### config.mk
export PLATFORM = sky130hd
export DESIGN_NAME = align_read_scheduler
export DESIGN_NICKNAME = d
export VERILOG_FILES = /design/src/rtl/align_read_scheduler.sv
export SDC_FILE = /design/constraint.sdc
export NUM_CORES = 1
export LEC_CHECK = 0
export CAP_MARGIN = 20
export CORE_AREA = 2 2 153 155
export CTS_BUF_LIST = sky130_fd_sc_hd__clkbuf_4 sky130_fd_sc_hd__clkbuf_8
export DETAILED_ROUTE_END_ITERATION = 10
export DIE_AREA = 0 0 155 157
export GPL_ROUTABILITY_DRIVEN = 0
export PLACE_DENSITY = 0.76
export SYNTH_ARGS = -nofsm -noshare
export SYNTH_HDL_FRONTEND = slang
export SYNTH_SLANG_ARGS = --single-unit
### constraint.sdc
create_clock -name clk_i -period 4.4 [get_ports clk_i]
set_input_delay 0.44 -clock clk_i [delete_from_list [all_inputs] [get_ports clk_i]]
set_output_delay 0.44 -clock clk_i [all_outputs]
set_load 0.03 [all_outputs]
### src/rtl/align_read_scheduler.sv
// Round-robin AR arbiter sharing one AXI read port between vector clusters, with an
// in-order tracker FIFO that routes R beats back and drives the alignment shift enables.
module align_read_scheduler #(
  parameter int unsigned NrRequesters = 4,
  parameter int unsigned AxiAddrWidth = 64,
  parameter int unsigned AxiDataWidth = 512,
  parameter int unsigned NumTrackers  = 8,
  parameter int unsigned LenWidth     = 8
) (
  input  logic                                   clk_i,
  input  logic                                   rst_ni,
  input  logic [NrRequesters-1:0]                req_ar_valid_i,
  output logic [NrRequesters-1:0]                req_ar_ready_o,
  input  logic [NrRequesters*AxiAddrWidth-1:0]   req_ar_addr_i,
  input  logic [NrRequesters*LenWidth-1:0]       req_ar_len_i,
  output logic                                   ar_valid_o,
  input  logic                                   ar_ready_i,
  output logic [AxiAddrWidth-1:0]                ar_addr_o,
  output logic [LenWidth-1:0]                    ar_len_o,
  input  logic                                   r_valid_i,
  output logic                                   r_ready_o,
  input  logic                                   r_last_i,
  output logic [NrRequesters-1:0]                req_r_valid_o,
  input  logic [NrRequesters-1:0]                req_r_ready_i,
  output logic                                   req_r_last_o,
  output logic [$clog2(AxiDataWidth/8)-1:0]      shift_en_o,
  output logic [$clog2(NumTrackers):0]           outstanding_o,
  output logic                                   len_err_o
);

  localparam int unsigned NumStages = $clog2(AxiDataWidth/8);
  localparam int unsigned IdxWidth  = $clog2(NrRequesters);
  localparam int unsigned PtrWidth  = $clog2(NumTrackers);
  localparam int unsigned CntWidth  = PtrWidth + 1;

  logic [AxiAddrWidth-1:0] req_addr [NrRequesters];
  logic [LenWidth-1:0]     req_len  [NrRequesters];

  logic [IdxWidth-1:0]  rr_q, grant_q, arb_grant, cand, grant;
  logic                 arb_found, lock_q;
  logic [PtrWidth-1:0]  wptr_q, rptr_q;
  logic [CntWidth-1:0]  count_q;
  logic [LenWidth-1:0]  beat_q;
  logic                 full, empty, ar_push, r_fire, r_pop, last_beat;

  logic [IdxWidth-1:0]  trk_idx [NumTrackers];
  logic [LenWidth-1:0]  trk_len [NumTrackers];
  logic [NumStages-1:0] trk_off [NumTrackers];

  logic [IdxWidth-1:0]  head_idx;
  logic [LenWidth-1:0]  head_len;
  logic [NumStages-1:0] head_off;

  for (genvar i = 0; i < NrRequesters; i++) begin : gen_unpack
    assign req_addr[i] = req_ar_addr_i[i*AxiAddrWidth +: AxiAddrWidth];
    assign req_len[i]  = req_ar_len_i[i*LenWidth +: LenWidth];
  end

  assign full  = (count_q == CntWidth'(NumTrackers));
  assign empty = (count_q == '0);

  // First valid requester at or after the round-robin pointer, wrapping around.
  always_comb begin
    arb_grant = rr_q;
    arb_found = 1'b0;
    cand      = '0;
    for (int unsigned k = 0; k < NrRequesters; k++) begin
      cand = rr_q + IdxWidth'(k);
      if (!arb_found && req_ar_valid_i[cand]) begin
        arb_grant = cand;
        arb_found = 1'b1;
      end
    end
  end

  // A presented-but-unaccepted AR stays pinned to its requester until the handshake.
  assign grant      = lock_q ? grant_q : arb_grant;
  assign ar_valid_o = lock_q | ((|req_ar_valid_i) & ~full);
  assign ar_addr_o  = req_addr[grant];
  assign ar_len_o   = req_len[grant];
  assign ar_push    = ar_valid_o & ar_ready_i;

  always_comb begin
    req_ar_ready_o        = '0;
    req_ar_ready_o[grant] = ar_ready_i & ~full;
  end

  assign head_idx  = trk_idx[rptr_q];
  assign head_len  = trk_len[rptr_q];
  assign head_off  = trk_off[rptr_q];
  assign last_beat = (beat_q == head_len);

  assign shift_en_o    = empty ? '0 : head_off;
  assign req_r_valid_o = empty ? '0 : (NrRequesters'(r_valid_i) << head_idx);
  assign r_ready_o     = ~empty & req_r_ready_i[head_idx];
  assign req_r_last_o  = ~empty & last_beat;
  assign r_fire        = r_valid_i & r_ready_o;
  assign r_pop         = r_fire & last_beat;
  assign len_err_o     = r_fire & (r_last_i != last_beat);
  assign outstanding_o = count_q;

  always_ff @(posedge clk_i or negedge rst_ni) begin
    if (!rst_ni) begin
      lock_q  <= 1'b0;
      grant_q <= '0;
      rr_q    <= '0;
      wptr_q  <= '0;
    end else begin
      if (ar_valid_o && !ar_ready_i) begin
        lock_q  <= 1'b1;
        grant_q <= grant;
      end else if (ar_push) begin
        lock_q <= 1'b0;
      end
      if (ar_push) begin
        wptr_q <= wptr_q + PtrWidth'(1);
        rr_q   <= grant + IdxWidth'(1);
      end
    end
  end

  // Entry storage needs no reset: pointers and count define which entries are live.
  always_ff @(posedge clk_i) begin
    if (ar_push) begin
      trk_idx[wptr_q] <= grant;
      trk_len[wptr_q] <= ar_len_o;
      trk_off[wptr_q] <= ar_addr_o[NumStages-1:0];
    end
  end

  always_ff @(posedge clk_i or negedge rst_ni) begin
    if (!rst_ni) begin
      rptr_q  <= '0;
      beat_q  <= '0;
      count_q <= '0;
    end else begin
      if (r_fire) begin
        if (last_beat) begin
          rptr_q <= rptr_q + PtrWidth'(1);
          beat_q <= '0;
        end else begin
          beat_q <= beat_q + LenWidth'(1);
        end
      end
      case ({ar_push, r_pop})
        2'b10:   count_q <= count_q + CntWidth'(1);
        2'b01:   count_q <= count_q - CntWidth'(1);
        default: count_q <= count_q;
      endcase
    end
  end

endmodule

Yosys cells after proc, flatten, opt, wreduce, memory -nomap -nowiden
Memory sizes are Yosys's and may differ from the RTL's.
Index checks and enable logic that the tools add are counted.
Widths: inputs -> output; s select.
Storage, ports and cells
  flip-flop bits (word level): 23
  latch bits: 0
  memory bits (writable): 128
  memory bits (read-only): 0
  input port bits: 301
  output and inout port bits: 94
  memories kept: 3
Cells by class
  add/sub/neg operators: 9
  multiply operators: 0
  divide/modulo/power cells: 0
  order comparisons: 8
  eq/ne operators: 5
  shifts and indexed selects: 1
  muxes and demuxes: 33
  bitwise operators: 13
  reduce and logical (&&, ||, !) cells: 14
Memories
  trk_len: words 8, bits a word 8, read ports 1, clocked after Yosys merged registers in 0, wr ports 1, line 47  | logic [LenWidth-1:0] trk_len [NumTrackers];
  trk_off: words 8, bits a word 6, read ports 1, clocked after Yosys merged registers in 0, wr ports 1, line 48  | logic [NumStages-1:0] trk_off [NumTrackers];
  trk_idx: words 8, bits a word 2, read ports 1, clocked after Yosys merged registers in 0, wr ports 1, line 46  | logic [IdxWidth-1:0] trk_idx [NumTrackers];
Operator list (count)
  $bmux 64 s2: 1
  $mux 64: 2
  $mux 8: 3
  $lt 2x3->1 const B: 6
  $bmux 8 s2: 1
  $mux 1: 13
  $bmux 1 s2: 5
  $add 8x1->8 const B: 1
  $and 1x1->1: 8
  $eq 8x8->1: 1
  $mux 2: 4
  $pmux 4 s2: 1
  $add 3x1->3 const B: 2
  $mux 6: 1
  $logic_and 1x1->1: 5
  $add 2x1->2 const B: 2
  $add 2x2->2 const B: 2
  $add 4x1->4 const B: 1
  $and 4x4->4: 1
  $eq 4x4->1 const B: 1
  $logic_not 1->1: 4
  $logic_not 4->1: 1
  $mux 4: 1
  $reduce_bool 2->1: 2
  other kinds (13): 14

Logic depth before layout (Yosys ltp)
  depth in word-level cells: 18
  mapped depth: 15
  gate-level depth less buffers: 13

Worst setup path after synthesis
OpenSTA, ideal clock, no wires.
  path type: register to register
  from: register count_q[0], in the netlist outstanding_o[0]
  to: memory trk_idx[0][0] in the netlist's numbering, enable pin
  setup time: 430 ps
  arrival: 2982 ps
  required time: 3970 ps
  path slack: 987 ps
  stages on the path, launching flop included: 6
  buffers on the path: 0
  cell sequence: dfrtp_1 -> nor3_1 -> nand2_1 -> a21o_1 -> nand2_1 -> nor4_1
Between the ends
  longest elaborated chain between the ends: 7
Ends and longest elaborated chain
  start: declaration: line 42  | logic [CntWidth-1:0] count_q;
  start signal: assignment: line 146  | 2'b10: count_q <= count_q + CntWidth'(1);
  start signal: assignment: line 147  | 2'b01: count_q <= count_q - CntWidth'(1);
  start signal: assignment: line 148  | default: count_q <= count_q;
  $eq 4x4->1: line 59  | assign full = (count_q == CntWidth'(NumTrackers));
  $not 1->1: line 78  | assign ar_valid_o = lock_q | ((|req_ar_valid_i) & ~full);
  $and 1x1->1: line 78
  $or 1x1->1: line 78
  named net ar_valid_o: line 16  | output logic ar_valid_o,
  $and 1x1->1: line 81  | assign ar_push = ar_valid_o & ar_ready_i;
  $mux 1: line 124  | if (ar_push) begin
  $mux 1 (implied by the code): line 125  | trk_idx[wptr_q] <= grant;
  end: declaration: line 46
The timed path passes the listed nets, and every way through them passes these cells.

Worst setup path after layout
  from: register rptr_q[0]
  to: output port len_err_o
Between the ends
  longest elaborated chain between the ends: 6
  elaborated cells on any way between the ends: 9
  those cells by class: eq/ne (2); mux (2); bitwise (3); memory (2)
Ends and longest elaborated chain
  start: declaration: line 41  | logic [PtrWidth-1:0] wptr_q, rptr_q;
  start signal: assignment: line 139  | rptr_q <= rptr_q + PtrWidth'(1);
  $mem_v2 8x2
  $bmux 1 s2: line 95  | assign r_ready_o = ~empty & req_r_ready_i[head_idx];
  $mux 1 (implied by the code): line 95
  $and 1x1->1: line 95
  $and 1x1->1: line 97  | assign r_fire = r_valid_i & r_ready_o;
  $and 1x1->1 *: line 99  | assign len_err_o = r_fire & (r_last_i != last_beat);
  end: declaration: line 28  | output logic len_err_o
Every way passes the cells marked *; elsewhere a longest branch is shown, timed or not. The select of a mux whose other input is x is not followed.

==> impl_metrics.py <==
metrics = {
    "global_route": {
        "grt_usage_pct": 29.7,
        "antenna_found_initial": 8,
        "grt_pass1_vias": 8376,
        "gr-total-overflow": 0,
        "grt_pass1_wl_um": 53000,
        "grt_max_degree": 97,
    },
    "die": {
        "start_util_pct": 37.9,
        "dieWidth_um": 155,
        "die-area_um2": 24300,
        "core-area_um2": 22500,
        "rows": 55,
        "fp.dieH_um": 157,
        "io_pins": 395,
    },
    "place": {
        "dpl_worst_slack_ns": 0.594,
        "io_buffers": 394,
        "dp_hpwl_um": 28800,
    },
    "sta": {
        "worst_slack_ns": 0.303,
        "period_share_pct": 93.1,
        "slew_headroom_pct": 26.0,
        "worst_pin_slew_ns": 1.11,
        "final_max_slew_viol_count": 0,
        "rsz0062_at_grt": "no",
        "max_freq_mhz": 244,
        "final-setup-viol-count": 0,
        "fin_tns_setup_ns": 0,
        "hold_viol": 0,
        "fin_crit_ns": 4.10,
        "fin_skew_ns": 0.0109,
    },
    "final_layout": {
        "drive_gt1_share_pct": 14.9,
        "final_nets": 1562,
        "syn_to_final_growth_pct": 61.0,
    },
    "logic_synthesis": {
        "ys_seq_area_share_pct": 51.8,
        "synthCells": 853,
        "synth_area_um2": 8540,
        "ys_types": 40,
        "async_flop_share_pct": 15.2,
        "synth.area.top_cells": "edfxtp_1 45%, nand2_1 13%, dfrtp_1 6.7%",
        "avgSynthCellArea_um2": 10.0,
        "syn-num-nets": 1165,
        "yosysWarnings": 0,
        "synth_ff_type": "edfxtp_1",
        "synth_top_area_share_pct": 45.0,
        "synth.largest_area_cell": "edfxtp_1",
        "synth-seq-cells": 151,
        "synth_edf_count": 128,
    },
    "routing": {
        "wirelength_um": 36800,
        "ant_nets": 0,
        "firstDrtPassIters": 5,
        "vias": 8537,
        "first_iter_violations": 779,
        "drc": 0,
        "wl_per_cell_um": 23.7,
        "viasPerCell": 5.51,
    },
    "clock_network": {
        "cts.path.max_buffers": 2,
        "cts_root_buf": "clkbuf_8",
        "hold_buffers": 0,
        "htree_levels": 4,
        "clk_latency_ns": 0.45,
        "cts_buffers": 17,
        "cts.sink_count": 151,
        "cts_tree": "yes",
        "clk_pin_slew_ns": 0.08,
    },
    "setup_path": {
        "path_class": "register to primary output",
        "arrival_ns": 3.66,
        "cp-end-kind": "primary output",
        "rr_endpoint": "outstanding_o[3]",
        "r2r_cells": 14,
        "rrSetupSlack_ns": 0.70,
        "startpoint_type": "register",
        "worstPathMaxFanout": 10,
        "required_ns": 3.96,
        "worstReg2RegStart": "rptr_q[0]",
    },
    "run_status": {
        "status": "finished clean",
    },
    "power_and_ir_drop": {
        "powerDensity_nw_per_um2": 585,
        "cellLeakagePower_nw": 5.43,
        "peakVddDrop_uv": 441,
    },
    "job": {
        "cap_viol_max_count": 0,
    },
    "worst_hold_path": {
        "min_path_type": "primary input to asynchronous set/reset pin",
    },
}
==> cells in the final DEF, fill, tap and decap left out, drive strengths merged, types with 2 or more instances in the layout <==
cell / n
a21o: 2
a21oi: 7
a22o: 8
a31oi: 72
and2: 2
and3: 83
buf: 111
bufinv: 5
clkbuf: 18
clkdlybuf4s50: 326
clkinv: 6
dfrtp: 23
diode: 4
edfxtp: 128
ha: 10
inv: 9
mux2: 11
mux2i: 25
mux4: 25
nand2: 301
nand2b: 4
nand3: 2
nand4: 2
nor2: 20
nor2b: 12
nor3: 6
nor4: 3
o21ai: 12
o22ai: 4
or3: 2
xnor2: 7
xor2: 8
==> state kept, by name, summed over array words and instances, names as in the netlist <==
register / cells
beat_q: 8
grant_q: 2
lock_q: 1
outstanding_o: 4
rptr_q: 3
rr_q: 2
trk_idx: 16
trk_len: 64
trk_off: 48
wptr_q: 3
==> worst max-delay path by stage <==
stage,endpoint,slack [ns],cells past startpoint,start
6_report,len_err_o,0.30,10,rptr_q[0]
3_5_place_dp,outstanding_o[3],0.59,14,rptr_q[1]
2_1_floorplan,trk_idx[0][0],0.99,5,outstanding_o[0]
5_1_grt,req_r_last_o,0.02,9,rptr_q[0]
3_3_place_gp,ar_addr_o[0],0.67,11,req_ar_valid_i[1]
4_1_cts,req_r_last_o,0.14,9,rptr_q[1]
==> kinds of logic (layout without fill, tap and decap cells) <==
family                   count (synthesis)  count (layout)  synth area share (%)
AND/OR/NAND/NOR                        438             438                  22.6
flip-flops                             151             151                  51.8
AO/OA/AOI/OAI                          109             109                  8.08
buffers and inverters                   68             476                  3.27
multiplexers                            61              61                  11.0
XOR/XNOR                                15              15                  1.54
adder cells (fa/ha/maj)                 11              11                  1.70
other                                    0               4                     0
==> routing by layer <==
layer	GRT usage (%)	up-vias	routed length, um
met4	7.45	4	741
li1	-	3864	-
met1	39.2	4160	14500
met5	0	-	21
met2	49.3	452	18100
met3	7.63	57	3470
==> worst max-delay path, cell delays in order (launching register included) <==
cell and delay (ns):
dfrtp_2 0.53, buf_4 0.28, buf_4 0.25, mux4_2 0.53, xor2_1 0.14, nand4_1 0.10, nor4_2 0.37, buf_4 0.19
xnor2_1 0.06, nor2_1 0.08, clkdlybuf4s50_1 0.67
==> layout make-up <==
type	instances	area, um^2
diodes	4	10.0
clock buffers	18	241
clock inverters	12	184
fillers	1811	8760
inverters	9	36.3
multi-input cells	634	3930
flip-flops and latches	151	4420
well taps	285	357
repair buffers	437	4550
==> cell usage after synthesis (5+ instances only) <==
master / instances
a21oi_1: 7
buf_1: 5
nor2b_1: 12
edfxtp_1: 128
xnor2_1: 7
nand2_1: 301
mux2i_1: 25
xor2_1: 8
clkbuf_1: 45
a22o_1: 8
a31oi_1: 72
mux4_2: 25
nor3_1: 6
ha_1: 10
and3_1: 83
dfrtp_1: 23
nor2_1: 20
inv_1: 9
mux2_2: 7
o21ai_1: 8
buf_2: 7
==> power by group <==
| part | switching (mW) | internal (mW) | leakage [nW] |
|---|---|---|---|
| Sequential | 0.185 | 2.01 | 1.45 |
| Combinational | 2.70 | 1.98 | 3.77 |
| Clock | 0.485 | 0.665 | 0.214 |
==> metrics by stage <==
stage	hold WS [ns]	total power, mW	instance area (um^2)	utilization, %	std cells
after global routing	0.286	8.42	13700	61.0	1548
final	0.275	8.03	13700	61.1	1550
after CTS	0.253	8.07	13700	61.0	1546
after global placement	0.508	6.85	13300	59.0	1515
after floorplan	0.144	4.60	8540	-	853
after detailed placement	0.530	6.91	13300	59.1	1516
==> what timing repair did <==
item / in CTS / in global routing
setup buffers: 0 / 0
setup endpoints to repair: 0 / 1
hold endpoints to repair: 0 / 0
gates resized for setup: 0 / 1
Note: power is estimated with default switching activity, not from simulation.
